<file path="config.mk">
export PLATFORM = sky130hd
export DESIGN_NAME = cache_fill_arbiter
export DESIGN_NICKNAME = d
export VERILOG_FILES = /design/src/rtl/cache_pkg.sv /design/src/rtl/word_counter.sv /design/src/rtl/cache_fill_arbiter.sv
export SDC_FILE = /design/constraint.sdc
export NUM_CORES = 1
export LEC_CHECK = 0
export BUFFER_PORTS_ARGS = -buffer_cell sky130_fd_sc_hd__buf_2
export CAP_MARGIN = 40
export CORE_MARGIN = 10
export CORE_UTILIZATION = 40
export CTS_CLUSTER_DIAMETER = 80
export DETAILED_ROUTE_END_ITERATION = 16
export PLACE_DENSITY_LB_ADDON = 0.15
export SYNTH_ARGS = -nofsm -noshare
export SYNTH_HDL_FRONTEND = slang
export SYNTH_HIERARCHICAL = 1
export SYNTH_SLANG_ARGS = --single-unit
</file>
<file path="constraint.sdc">
create_clock -name clk -period 3.95 [get_ports clk]
set_input_delay 0.5925 -clock clk [delete_from_list [all_inputs] [get_ports clk]]
set_output_delay 0.5925 -clock clk [all_outputs]
set_load 0.02 [all_outputs]
</file>
<file path="src/rtl/cache_pkg.sv">
// Shared definitions for the cache refill path: geometry, FSM encoding and
// requester identifiers used by the fill arbiter and its counters.
package cache_pkg;

    localparam int ADDR_W          = 16;
    localparam int DATA_W          = 16;
    localparam int WORDS_PER_BLOCK = 8;
    localparam int BLOCK_BYTES     = 2 * WORDS_PER_BLOCK;
    localparam int CNT_W           = $clog2(WORDS_PER_BLOCK);

    typedef enum logic [1:0] {
        ST_IDLE  = 2'd0,
        ST_WRITE = 2'd1,
        ST_FILL  = 2'd2
    } state_t;

    localparam logic REQ_I = 1'b0;
    localparam logic REQ_D = 1'b1;

    // Aligns a byte address down to the start of its cache block.
    function automatic logic [ADDR_W-1:0] block_base(input logic [ADDR_W-1:0] addr);
        return addr & ~ADDR_W'(BLOCK_BYTES - 1);
    endfunction

endpackage

</file>
<file path="src/rtl/word_counter.sv">
// Small up-counter with synchronous clear and enable; tc flags the last
// word index so the owner can tell when a block's worth has been counted.
module word_counter #(
    parameter int W = 3
) (
    input  logic         clk,
    input  logic         rst_n,
    input  logic         clr,
    input  logic         en,
    output logic [W-1:0] count,
    output logic         tc
);

    always_ff @(posedge clk) begin
        if (!rst_n) begin
            count <= '0;
        end else if (clr) begin
            count <= '0;
        end else if (en) begin
            count <= count + W'(1);
        end
    end

    assign tc = &count;

endmodule

</file>
<file path="src/rtl/cache_fill_arbiter.sv">
// Arbitrates write-through stores and I/D cache misses onto the pipelined
// main memory, streaming one block of reads per miss back into the cache.
module cache_fill_arbiter
    import cache_pkg::*;
(
    input  logic              clk,
    input  logic              rst_n,
    input  logic              icache_miss,
    input  logic [ADDR_W-1:0] icache_miss_addr,
    input  logic              dcache_miss,
    input  logic [ADDR_W-1:0] dcache_miss_addr,
    input  logic              wr_req,
    input  logic [ADDR_W-1:0] wr_addr,
    input  logic [DATA_W-1:0] wr_data,
    output logic              wr_ack,
    output logic              mem_en,
    output logic              mem_wr,
    output logic [ADDR_W-1:0] mem_addr,
    output logic [DATA_W-1:0] mem_wdata,
    input  logic [DATA_W-1:0] mem_rdata,
    input  logic              mem_rvalid,
    output logic [DATA_W-1:0] fill_data,
    output logic [CNT_W-1:0]  fill_word,
    output logic              icache_data_we,
    output logic              dcache_data_we,
    output logic              icache_tag_we,
    output logic              dcache_tag_we,
    output logic              icache_fill_done,
    output logic              dcache_fill_done,
    output logic              busy
);

    state_t            state;
    state_t            next_state;
    logic              req_side;
    logic [ADDR_W-1:0] base_addr;
    logic              issue_done;

    logic [CNT_W-1:0]  issue_cnt;
    logic [CNT_W-1:0]  recv_cnt;
    logic              issue_tc;
    logic              recv_tc;
    logic              issue_en;
    logic              recv_en;
    logic              cnt_clr;

    logic              grant_d;
    logic [ADDR_W-1:0] grant_addr;

    word_counter #(.W(CNT_W)) u_issue_cnt (
        .clk   (clk),
        .rst_n (rst_n),
        .clr   (cnt_clr),
        .en    (issue_en),
        .count (issue_cnt),
        .tc    (issue_tc)
    );

    word_counter #(.W(CNT_W)) u_recv_cnt (
        .clk   (clk),
        .rst_n (rst_n),
        .clr   (cnt_clr),
        .en    (recv_en),
        .count (recv_cnt),
        .tc    (recv_tc)
    );

    // Among misses the D side wins; stores are handled ahead of both in IDLE.
    always_comb begin
        grant_d    = dcache_miss;
        grant_addr = dcache_miss ? dcache_miss_addr : icache_miss_addr;
    end

    // Requester and block base are frozen at FILL entry so later changes on
    // the miss inputs cannot disturb a refill in progress.
    always_ff @(posedge clk) begin
        if (!rst_n) begin
            state      <= ST_IDLE;
            req_side   <= REQ_I;
            base_addr  <= '0;
            issue_done <= 1'b0;
        end else begin
            state <= next_state;
            if (state == ST_IDLE && next_state == ST_FILL) begin
                req_side  <= grant_d ? REQ_D : REQ_I;
                base_addr <= block_base(grant_addr);
            end
            if (state != ST_FILL) begin
                issue_done <= 1'b0;
            end else if (issue_en && issue_tc) begin
                issue_done <= 1'b1;
            end
        end
    end

    always_comb begin
        next_state       = state;
        cnt_clr          = 1'b1;
        issue_en         = 1'b0;
        recv_en          = 1'b0;
        wr_ack           = 1'b0;
        mem_en           = 1'b0;
        mem_wr           = 1'b0;
        mem_addr         = '0;
        mem_wdata        = '0;
        fill_data        = '0;
        fill_word        = '0;
        icache_data_we   = 1'b0;
        dcache_data_we   = 1'b0;
        icache_tag_we    = 1'b0;
        dcache_tag_we    = 1'b0;
        icache_fill_done = 1'b0;
        dcache_fill_done = 1'b0;
        busy             = 1'b0;

        case (state)
            ST_IDLE: begin
                if (wr_req) begin
                    next_state = ST_WRITE;
                end else if (dcache_miss || icache_miss) begin
                    next_state = ST_FILL;
                end
            end

            ST_WRITE: begin
                busy       = 1'b1;
                mem_en     = 1'b1;
                mem_wr     = 1'b1;
                mem_addr   = wr_addr;
                mem_wdata  = wr_data;
                wr_ack     = 1'b1;
                next_state = ST_IDLE;
            end

            // Reads stream out back to back while returning words are steered
            // into whichever cache missed; the last word also closes the fill.
            ST_FILL: begin
                busy     = 1'b1;
                cnt_clr  = 1'b0;
                issue_en = !issue_done;
                if (issue_en) begin
                    mem_en   = 1'b1;
                    mem_addr = base_addr + (ADDR_W'(issue_cnt) << 1);
                end
                if (mem_rvalid) begin
                    recv_en   = 1'b1;
                    fill_data = mem_rdata;
                    fill_word = recv_cnt;
                    if (req_side == REQ_D) begin
                        dcache_data_we = 1'b1;
                    end else begin
                        icache_data_we = 1'b1;
                    end
                    if (recv_tc) begin
                        if (req_side == REQ_D) begin
                            dcache_tag_we    = 1'b1;
                            dcache_fill_done = 1'b1;
                        end else begin
                            icache_tag_we    = 1'b1;
                            icache_fill_done = 1'b1;
                        end
                        next_state = ST_IDLE;
                    end
                end
            end

            default: begin
                next_state = ST_IDLE;
            end
        endcase
    end

endmodule

</file>
# Word-level counts from Yosys, hierarchy flattened
# Index checks and enable logic that the tools add are counted.
# word_totals
wordCells,57
ff_bits,22
inputBits,86
# classes
n_bitwise,1
reduce_logical,10
addsub,3
n_eq_ne,4
n_mux,33
# ops
op,count
$mux W16,5
$pmux W16 S2,1
$mux W1,19
$add A16 B4 Y16,1
$mux W2,4
$add A3 B1 Y3 const B,2
$mux W3,2
$reduce_and A3 Y1,2
$eq A2 B2 Y1 const B,2
$pmux W2 S2,1
$reduce_or A2 Y1,2
$eq A2 B1 Y1 const B,1
$logic_and A1 B1 Y1,2
$logic_not A2 Y1,1
$ne A2 B2 Y1 const B,1
$pmux W1 S2,1
$reduce_and A2 Y1,1
$logic_not A1 Y1,1
$logic_or A1 B1 Y1,1
$not A1 Y1,1

# Logic depth before layout (Yosys ltp)
# Gate-level depths: netlist (run 1).
# depth
ltp_word,6
ltp_mapped,7
ltp_nobuf,5

# Cells and area by module
# The synthesis (run 1) kept the hierarchy.
# modules_own_cells
module,instances,area_per_inst_um2,cells_per_inst
cache_fill_arbiter,1,1423.9,182
word_counter,2,131.4,12

# Least setup slack after synthesis (run 1)
# OpenSTA, ideal clock, no wires.
# synth_path
path_type,register to output
from,register state[0]
to,output port mem_addr[10]
setup_slack_ps,1738
stages_incl_launch_ff,8
arrival_time_ps,1620
path_buffers,2
path_cell_list,dfxtp_1 inv_1 ha_1 nor2b_1 clkbuf_1 buf_2 a22oi_1 nor2b_1
# synth_between
elab_chain_cells,2
elab_cells_between_ends,3
# synth_rtl
element,line,text
"start, declared",cache_fill_arbiter.sv:33,state_t state;
"start signal, assigned",cache_fill_arbiter.sv:83,state <= next_state;
$eq A2 B2 Y1 or $eq A2 B1 Y1 (tied branches),cache_fill_arbiter.sv:116,case (state)
$pmux W16 S2 *,cache_fill_arbiter.sv:116,
"end, declared",cache_fill_arbiter.sv:18,"output logic [ADDR_W-1:0] mem_addr,"
# Every way passes the cells marked *; elsewhere a longest branch is shown, timed or not.

# Worst setup path after layout (run 1)
# layout_path
from,register state[0]
to,output port mem_addr[3]
# Same word-level chain as after synthesis.

==> results.txt, run 1 <==
The run finished with clean final reports. For this design the top-level I/O count stands at 147. The final clock period utilization by the worst path was 0.775. The worst register-to-register path begins at state[0]$_SDFF_PN0_.

The logs give 0.163 for the met1 layer usage reported by global route and 0.411 for the portion of total power attributed to sequential cells. Buffers inserted to repair hold after CTS numbered 0. In this run the register-to-register setup slack is 1.57 ns. The maximum count of clock buffers along a single path was 2. Summed over all instances, the cell type with the most area after synthesis is dfxtp_1.

For this run, the leading register cell type out of synthesis is dfxtp_1. Port buffering added 138 buffers. The floorplan has 23 rows. The worst-path cell with the longest stage delay is nor2b_1.

Number of clock sinks: 22. The tools report the worst-case setup margin in the final layout as 0.890 ns. Worst path arrival time: 2.47 ns. After synthesis, the cell types taking the most area are dfxtp_1 26%, mux2i_1 10%, mux2_2 8.0%, and3_1 7.8%, a22oi_1 6.7%.

Once the clock tree was built, the resizer swapped 0 gates to a different size. The level count of the clock H-tree came out at 1. During synthesis, Yosys emitted a total of 6 warnings.

The share of the synthesized area in the top cell type works out to 0.261. The final max-slew violation count was 0. The detailed router finished its first iteration with 71 violations. Counting flops and latches in the post-synthesis netlist gives 22. The length in cells of the worst reg-to-reg path came out at 5. Met2 usage: 0.247.

In the layout the commonest cells are 138 x buf_2, 28 x nand2_1, 22 x dfxtp_1. Overall overflow remaining after global route: 0. The worst hold path belongs to the class register to register. Cell internal power was estimated by the tool at 0.412 mW. Clock-pin slew was measured on the worst setup and hold paths at 0.08 ns.

Setup violations remaining at the end of the flow were counted as 0. The number of max-cap violations is 0, and the total power is 0.605 mW. The logs give 0 for the count of final hold-check violations and 0.461 ns for the worst hold slack.

For this run, the top clock speed supported by timing is 327 MHz. The switching part of the total works out to 0.320. Power spread over the standard cell area amounts to 252 nW/um2. Prior to clock tree synthesis, the placed netlist has a worst setup slack of 1.12 ns. The worst setup path is captured at an output port. Entering global routing, the biggest net connects 32 pins.

The switching power came out at 0.193 mW. Tightest slew margin relative to the limit: 0.430. The run gives 0.223 as the proportion of power drawn by the clock network. Share of final-layout standard cells stronger than drive strength 1: 0.471. In this run the static leakage power is 1.39 nW. The total global routing track utilization is 0.143, and the synthesized area divided by synthesized cell count is 8.19 um2.

For the final core utilization, the log shows 0.596. The start point of the worst hold path is base_addr[12]$_SDFFE_PN0P_. The transition time of the tightest slew-check pin works out to 0.855 ns.

In this run the clock root is driven by a clkbuf_8. The leading cell type in the layout, fill and taps excluded is buf_2. The later pin in the worst-skew pair is clocked with a latency of 0.25 ns. The tools report the share of synthesized area occupied by flip-flops and latches as 0.261.

The setup path with the least slack is of type register to output port. The worst-case IR drop observed on VDD is 156 uV. TritonCTS built the clock tree. The signal on the critical path passes through inv_1 > ha_1 > nor2b_1 > buf_4 > a22oi_1 > nor2b_1 > buf_2. The initial antenna violation count was 0; the final setup skew was 0.00232 ns. The average wire per standard cell came out at 14.8 um. The count of placed standard cells including taps was 376. The run gives 0.0593 as the met3 track demand over resource. The first global-routing pass estimated 8950 um of wire. The number of buffers added for setup after CTS came out at 0. Endpoint of the worst hold path: base_addr[12]$_SDFFE_PN0P_. Setup repair after global routing left no endpoint under its margin. The detailed router placed 1812 vias in this run. In the routed layout, each cell is associated on average with a via count of 4.78.

The worst setup path is launched from a register. The capture instance of the worst register-to-register path is base_addr[14]$_SDFFE_PN0P_. For the required time at the endpoint of the critical path, the log shows 3.36 ns. Counting every net in the synthesized netlist gives 299.

After legalization and detailed placement, the total HPWL measured 4650 um. Along the worst hold path, the cell count comes to 2. The effective utilization at floorplan was 0.419. Routability-driven placement finished with a final weighted congestion of 0.771. The synthesized design contains 0 enable-type register cells.

The number of global-route vias before repair came out at 1865. In this run the worst path has a maximum fanout of 25. The run gives 2400 um2 as the final design area excluding fillers. Counting distinct cell types in the post-synthesis netlist gives 29. The run gives 0.366 as the combinational cell fraction of total power. The aggregate negative setup slack is 0 ns, and the number of remaining DRC errors is 0. The final layout contains routed wiring with a total length of 5600 um. In this run the remaining antenna-violating nets after routing total 0. The total inserted antenna cells was 0. Counting the buffers created by CTS gives 3.

On the worst path, the slowest cell contributes a delay of 0.59 ns. The pre-antenna-repair detailed-routing pass consisted of 4 iterations. The synthesis-to-layout area growth was 42.4%. Post-synth design cell area: 1690 um2. The run gives 206 as the count of mapped cells out of synthesis. The horizontal die dimension is 84.9 um, and the overall die height is 84.9 um. The region available for standard cell placement spans 4030 um2. The post-layout minimum cycle time is 3.06 ns.

For this run, the number of standard cells in the final layout without fillers is 379. Dominant cell type by count on the critical path: nor2b_1. The total number of nets in the final design came out at 424.

Fraction of registers with async set/reset: 0. The post-detailed-placement cell area came out at 2360 um2. Die outline area: 7210 um2.

The layer flagged by global routing as most heavily used is met2.
critical path: cells and delay by family (launching register included):
family                   cells  cell delay [ns]
AND/OR/NAND/NOR              2             0.71
flip-flops                   1             0.34
adder cells (fa/ha/maj)      1             0.52
AO/OA/AOI/OAI                1             0.08
buffers and inverters        3             0.57
cell families (layout without fill, tap and decap cells):
family	Yosys count	in the layout	share of synthesized area
adders and majority gates	7	7	0.0519
xor gates and xnor gates	2	2	0.0104
DFF	22	22	0.261
and+or+nand+nor	99	99	0.316
buffers and inverters	23	146	0.0742
muxes	29	29	0.181
AOI/OAI and AO/OA	24	24	0.105
routing by layer:
layer,wire length [um],up-vias
met5,0,-
met2,2650,89
met1,2300,776
met4,18,0
li1,-,945
met3,643,2
power by group through the flow:
stage	logic, mW	registers (mW)	clock network (mW)
after CTS	0.225	0.249	0.141
after detailed placement	0.225	0.254	0
after global routing	0.245	0.251	0.149
after floorplan	0.154	0.251	0
after global placement	0.217	0.254	0
final	0.221	0.249	0.135
registers in the layout, indices dropped and copies added (netlist names):
signal             flops
base_addr             12
issue_done             1
u_issue_cnt/count      3
req_side               1
state                  2
u_recv_cnt/count       3
cells in the mapped netlist, types with 2 or more instances:
cell	n
mux2i_1	17
ha_1	7
xnor2_1	2
buf_4	3
buf_2	3
dfxtp_1	22
a21boi_1	3
and2_1	18
nand2b_1	2
nor2b_1	18
and3_1	21
a22oi_1	15
nor2_1	8
o21ai_0	2
inv_1	3
nand2_1	28
clkbuf_1	11
mux2_2	12
how the worst max path moves through the flow:
stage / endpoint / start / depth (start not counted)
after detailed placement: mem_addr[3] / state[0]$_SDFF_PN0_ / 7
after CTS: mem_addr[3] / state[0]$_SDFF_PN0_ / 7
final: mem_addr[3] / state[0]$_SDFF_PN0_ / 7
after floorplan: mem_addr[10] / state[0]$_SDFF_PN0_ / 7
after global placement: mem_addr[2] / state[0]$_SDFF_PN0_ / 7
after global routing: mem_addr[3] / state[0]$_SDFF_PN0_ / 7
cell type report:
type,instances,area (um2)
timing repair buffer,140,726
sequential,22,440
multi-input combinational,161,1120
tap,50,62.6
inverter,3,11.3
clock buffer,3,41.3
fill,368,1630
Note: power is estimated with default switching activity, not from simulation.
==> run 2, diff against run 1 <==
Settings changed: CORE_UTILIZATION 40 to 38.
Clock period 3.95 ns to 3 ns, I/O delays scaled along.
==> results.txt, run 2 (synthesized netlist as in run 1, its figures left out) <==
The run gives 0.137 as the total global routing track utilization. For the pin with the worst max-slew slack, the measured transition is 0.827 ns. Pin count of the biggest net entering global routing: 32.

Number of DRC violations after detailed-routing iteration 0: 43. Setup violations remaining at the end of the flow were counted as 0. The tools report the total CTS buffers as 3. The min-delay analysis places its worst path in the category primary input to register.

The largest registers in the layout are base_addr x12, u_issue_cnt/count x3, u_recv_cnt/count x3. The met2 usage was 0.237. By startpoint and endpoint, the worst setup path is classified as register to output port.

Excluding fillers, the count of instances in the completed layout stands at 384. Setup repair after global routing left no endpoint under its margin. For the number of remaining DRC errors, the log shows 0. Summed over all nets, the switching power comes to 0.261 mW.

The count of placed standard cells including taps was 380. The internal portion of the total power is 0.567 mW. Horizontal die dimension: 86.6 um. TritonCTS built the clock tree. The critical path goes through inv_1 > ha_1 > buf_4 > and2_1 > buf_2. The portion of total power attributed to sequential cells is 0.396. At the worst endpoint, the arrival time is 1.92 ns. The register with the most flip-flops in the layout has 12 of them. The routed via count divided by cell count is 4.85, and the cell area power density is 343 nW/um2. IR analysis of the VDD net gives a maximum drop of 159 uV. The number of max-cap violations came out at 0. The run gives 0.142 as the met1 layer usage reported by global route. The core footprint was 4320 um2. The number of global-route vias before repair is 1873. The level count of the clock H-tree is 1, and the critical-path maximum fanout is 21. Count of TritonRoute iterations in the first routing pass: 4. In this design, the stage delay of the slowest critical-path cell is 0.64 ns. Data on the critical path is required at its endpoint by 2.55 ns. The combinational cell fraction of total power came out at 0.348. The number of placement rows is 24.

For this design the static power due to leakage is 1.40 nW. base_addr holds more flip-flops than any other register. The run gives 22 as the number of clock sinks.

The top cell family by delay on the critical path is adder cells. The number of antenna diodes in the final layout is 0. Final max-slew violation count: 0. The clock transition at the registers of the reported paths is 0.08 ns.

The number of gates resized after CTS was 0. For this run, the top clock speed supported by timing is 423 MHz. Post-CTS timing repair inserted 0 buffers for setup. Counting along the longest clock path gives a buffer depth of 2. The post-layout minimum cycle time was 2.37 ns; the aggregate negative setup slack was 0 ns. The final setup skew is 0.00383 ns.

The final clock period utilization by the worst path was 0.789. The final design area excluding fillers is 2410 um2, and the proportion of power drawn by the clock network is 0.256. The overall overflow remaining after global route was 0; the quantity of I/O buffers inserted on ports was 138.

The tools report the post-detailed-placement cell area as 2360 um2. The tools report the initial antenna violation count as 0. The worst hold slack was 0.460 ns; the routed via count was 1862.

The die outline area came out at 7500 um2. The tools report the element type at the critical path end as an output port. Tightest slew margin relative to the limit: 0.448.

The kind of start point of the critical path is a register. Routability-driven placement finished with a final weighted congestion of 0.728. Clock tree synthesis selected as its root buffer the cell clkbuf_8.

The overall die height was 86.6 um; the remaining antenna violation count was 0. The number of buffers and inverters on the critical path was 3; the clock insertion delay at the later pin of the skew report was 0.26 ns. met2 is the most crowded layer. The met3 track demand over resource is 0.0760, and the final HPWL from detailed placement is 4630 um. For the effective utilization at floorplan, the log shows 0.390.

On the critical path, the stage with the largest delay is an instance of ha_1. The logs give 0 for the hold buffer count at CTS and 147 for the number of ports placed on the die boundary. The first-pass GRT wire length is 8710 um.

The run gives 5610 um as the total length of routed wires. The leading cell type in the layout, fill and taps excluded was buf_2. The run finished with clean final reports. After layout, the design draws a total of 0.828 mW. For the total number of nets in the final design, the log shows 426.

The area growth from synthesis to layout is 43.1%. The share of final-layout standard cells stronger than drive strength 1 works out to 0.476. The library cells used most frequently in the layout, excluding fill and tap cells, are 138 x buf_2, 28 x nand2_1, 22 x dfxtp_1. The average wire per standard cell came out at 14.6 um. The count of final hold-check violations is 0, and the switching part of the total is 0.315.
[run 2: routing by layer]
metal | share of wire | vias up
li1 | - | 948
met1 | 0.38 | 828
met2 | 0.48 | 82
met3 | 0.13 | 4
met4 | 0.0064 | 0
met5 | 0 | -
[run 2: final timing paths]
kind / startpoint / cells past startpoint / slack, ns / end
setup reg to reg: state[0]$_SDFF_PN0_ / 6 / 0.83 / base_addr[9]$_SDFFE_PN0P_
hold / removal: wr_req / 3 / 0.46 / state[0]$_SDFF_PN0_
hold reg to reg: base_addr[5]$_SDFFE_PN0P_ / 2 / 0.46 / base_addr[5]$_SDFFE_PN0P_
setup / recovery: state[1]$_SDFF_PN0_ / 5 / 0.63 / mem_addr[0]
[run 2: worst reg2reg max path, stage by stage, from the launching register on]
cell,delay [ns]
dfxtp_1,0.34
inv_1,0.09
ha_1,0.14
buf_4,0.20
a21boi_1,0.32
o32a_1,0.76
mux2i_1,0.26
[run 2: power by group through the flow]
stage | clock network [mW] | registers [mW] | logic, mW
3_5_place_dp | 0 | 0.335 | 0.293
4_1_cts | 0.218 | 0.328 | 0.295
5_1_grt | 0.231 | 0.331 | 0.321
2_1_floorplan | 0 | 0.331 | 0.203
6_report | 0.212 | 0.328 | 0.288
3_3_place_gp | 0 | 0.335 | 0.290
[run 2: area by class of cell]
class | count | area [um2]
well taps | 52 | 65.1
inverters | 3 | 11.3
repair buffers | 142 | 721
fillers | 425 | 1910
clock buffers | 4 | 55.1
flip-flops and latches | 22 | 440
multi-input cells | 161 | 1120
[run 2: stage by stage]
stage,setup WS (ns),utilization
3_3_place_gp,0.832,0.545
4_1_cts,0.623,0.558
2_1_floorplan,0.930,-
5_1_grt,0.469,0.558
3_5_place_dp,0.834,0.545
6_report,0.634,0.558
==> run 3, diff against run 2 <==
Clock period 3 ns to 2.23 ns, I/O delays scaled along.
==> results.txt, run 3 (synthesized netlist as in run 1, its figures left out) <==
In the routed design, unresolved DRC markers number 0. The tightest min-delay check is of the primary input to register type. Wires add up to 5680 um.

The run gives 0 as the count of final hold-check violations. The library cell used most frequently in the layout, excluding fill and tap cells, is buf_2. The initial antenna violation count is 0, and the highest attainable clock frequency is 480 MHz. The tools report the number of global-route vias before repair as 1795. The run finished with clean final reports.

For the worst flop-to-flop path, the logic depth is 5. Across all register-to-register paths, the minimum setup slack is 0.15 ns. For the hold buffer count at CTS, the log shows 0.

The tools report the total global routing track utilization as 0.135. Summed over all cells, the static leakage comes to 1.42 nW. Max-cap violations in this run came to 0. Fill cells in the final layout number 433.

The final HPWL from detailed placement came out at 4570 um. TritonCTS built the clock tree. Excluding fillers, the count of instances in the completed layout stands at 386. The final design area excluding fillers is 2460 um2, and the tightest slew margin relative to the limit is 0.436.

The final setup skew came out at 0.00529 ns. The remaining antenna violation count was 0; the cell area power density was 493 nW/um2. The worst setup path is launched from a register.

The final clock period utilization by the worst path is 0.934. Post-layout minimum cycle time: 2.08 ns. The startpoint identified for the worst register-to-register timing path is u_recv_cnt/count[0]$_SDFFE_PP0P_. The run gives 0 as the total inserted antenna cells. The final max-slew violation count is 0, and the effective utilization at floorplan is 0.390. In this run the core area contains 24 standard-cell rows. The logs give 381 for the count of placed standard cells including taps and 0.327 ns for the worst hold slack. The total CTS buffers is 3. The routability congestion estimate was 0.780; the clock insertion delay at the later pin of the skew report was 0.27 ns. 147 I/O pins were placed. The total area inside the core boundary comes to 4320 um2. The clock drives 22 sinks. The floorplan step set the die width to 86.6 um. The run gives 0 as the overall overflow remaining after global route. The required time at the endpoint of the critical path is 2.42 ns. The dominant cell type by count on the critical path is ha_1. For the routed via count, the log shows 1849. The die outline area came out at 7500 um2. Counting instances, the worst hold path has a depth of 3. The tools report the count of TritonRoute iterations in the first routing pass as 4.

Entering global routing, the biggest net connects 35 pins. Category of the most critical setup path: register to register. The register with the most flip-flops in the final layout is base_addr.

The share of final-layout standard cells stronger than drive strength 1 was 0.485. For this block, the initial DRC count from the detailed router was 66. Of all nets on the critical path, the largest fanout is 13. In the final layout, the registers with the most flip-flops are base_addr x12, u_issue_cnt/count x3, u_recv_cnt/count x3. The top cell family by delay on the critical path was compound AO/OA/AOI/OAI gates. The peak supply drop is 264 uV. Root cell of the clock tree: clkbuf_8. The worst path arrival time is 2.27 ns. The element type at the critical path end was a register. The worst register-to-register path ends at base_addr[11]$_SDFFE_PN0P_. The library cells used most frequently in the layout, excluding fill and tap cells, are 138 x buf_2, 28 x nand2_1, 21 x and3_1, 21 x dfxtp_1, 18 x and2_1.

The number of buffers and inverters on the critical path is 0. Relative to the synthesized area, the layout overhead comes to 45.9%. The first-pass GRT wire length was 8630 um; the clock transition at the registers of the reported paths was 0.08 ns.

The tools report the total number of nets in the final design as 428. The number of flip-flops in the largest register was 12; the overall die height was 86.6 um. On the worst path, the slowest cell contributes a delay of 0.76 ns. The critical path goes through ha_1 > ha_1 > a21boi_1 > o32a_1 > mux2i_1.

The routed via count divided by cell count came out at 4.79. For this design, the slowest cell found on the critical path is o32a_1. Total setup violations reported at the end of the flow: 0.

Endpoint of the worst hold path: state[0]$_SDFF_PN0_. Once placement finished, the instance area stood at 2370 um2. The start point of the worst hold path is wr_req.

Average wire per standard cell: 14.7 um. The maximum count of clock buffers along a single path was 2. At the pin with the least slew margin, the transition time is 0.845 ns. The design draws 1.21 mW. Level count of the clock H-tree: 1. Buffers placed on the I/O ports in this run total 138. The number of buffers added for setup after CTS came out at 0.
run 3: changes by cell type in the layout (fill, tap and decap cells not counted):
cell / before / now
buf_6: 0 / 2
bufinv_16: 0 / 1
clkbuf_8: 4 / 3
dfxtp_1: 22 / 21
dfxtp_2: 0 / 1
nor2b_1: 18 / 17
nor2b_4: 0 / 1
run 3: worst max-delay path by stage:
stage | cells after the start | slack (ns) | endpoint | startpoint
after floorplan | 7 | 0.28 | mem_addr[10] | state[0]$_SDFF_PN0_
after global placement | 5 | 0.19 | req_side$_SDFFE_PN0P_ | u_recv_cnt/count[0]$_SDFFE_PP0P_
after detailed placement | 5 | 0.16 | base_addr[11]$_SDFFE_PN0P_ | u_recv_cnt/count[0]$_SDFFE_PP0P_
after CTS | 8 | 0.03 | mem_addr[3] | state[0]$_SDFF_PN0_
after global routing | 8 | -0.0008 | mem_addr[7] | state[0]$_SDFF_PN0_
final | 5 | 0.15 | base_addr[11]$_SDFFE_PN0P_ | u_recv_cnt/count[0]$_SDFFE_PP0P_
run 3: tightest hold or removal path, delay by kind of cell:
family | cells | cell delay, ns
AO/OA/AOI/OAI | 1 | 0.05
buffers and inverters | 1 | 0.12
AND/OR/NAND/NOR | 1 | 0.05
run 3: what timing repair did:
item | CTS | global route
pin swaps | 0 | 0
hold endpoints to repair | 0 | 0
endpoints found under the setup margin | 8 | 15
cloned | 0 | 1
gates resized for setup | 2 | 4
run 3: metrics by stage:
stage,worst slack [ns],util,setup TNS [ns]
6_report,0.148,0.569,0
5_1_grt,-0.000752,0.569,-0.000752
4_1_cts,0.0257,0.565,0
3_5_place_dp,0.161,0.547,0
3_3_place_gp,0.193,0.547,0
2_1_floorplan,0.276,-,0
run 3: power by group:
| group | internal (mW) | leakage, nW | switching (mW) |
|---|---|---|---|
| Clock | 0.240 | 0.0357 | 0.134 |
| Sequential | 0.423 | 0.180 | 0.0190 |
| Combinational | 0.188 | 1.20 | 0.208 |
run 3: area by class of cell:
cell class	count	area (um2)	share of cell area
tap	52	65.1	0.0264
multi-input combinational	161	1130	0.459
clock inverter	1	30.0	0.0122
clock buffer	3	41.3	0.0168
timing repair buffer	144	743	0.302
sequential	22	442	0.179
inverter	3	11.3	0.00458
run 3: per-layer routing:
| metal | part of all wire | GRT usage |
|---|---|---|
| met4 | 0.0077 | 0.0353 |
| met5 | 0 | 0 |
| met1 | 0.40 | 0.150 |
| met2 | 0.46 | 0.221 |
| met3 | 0.13 | 0.0704 |
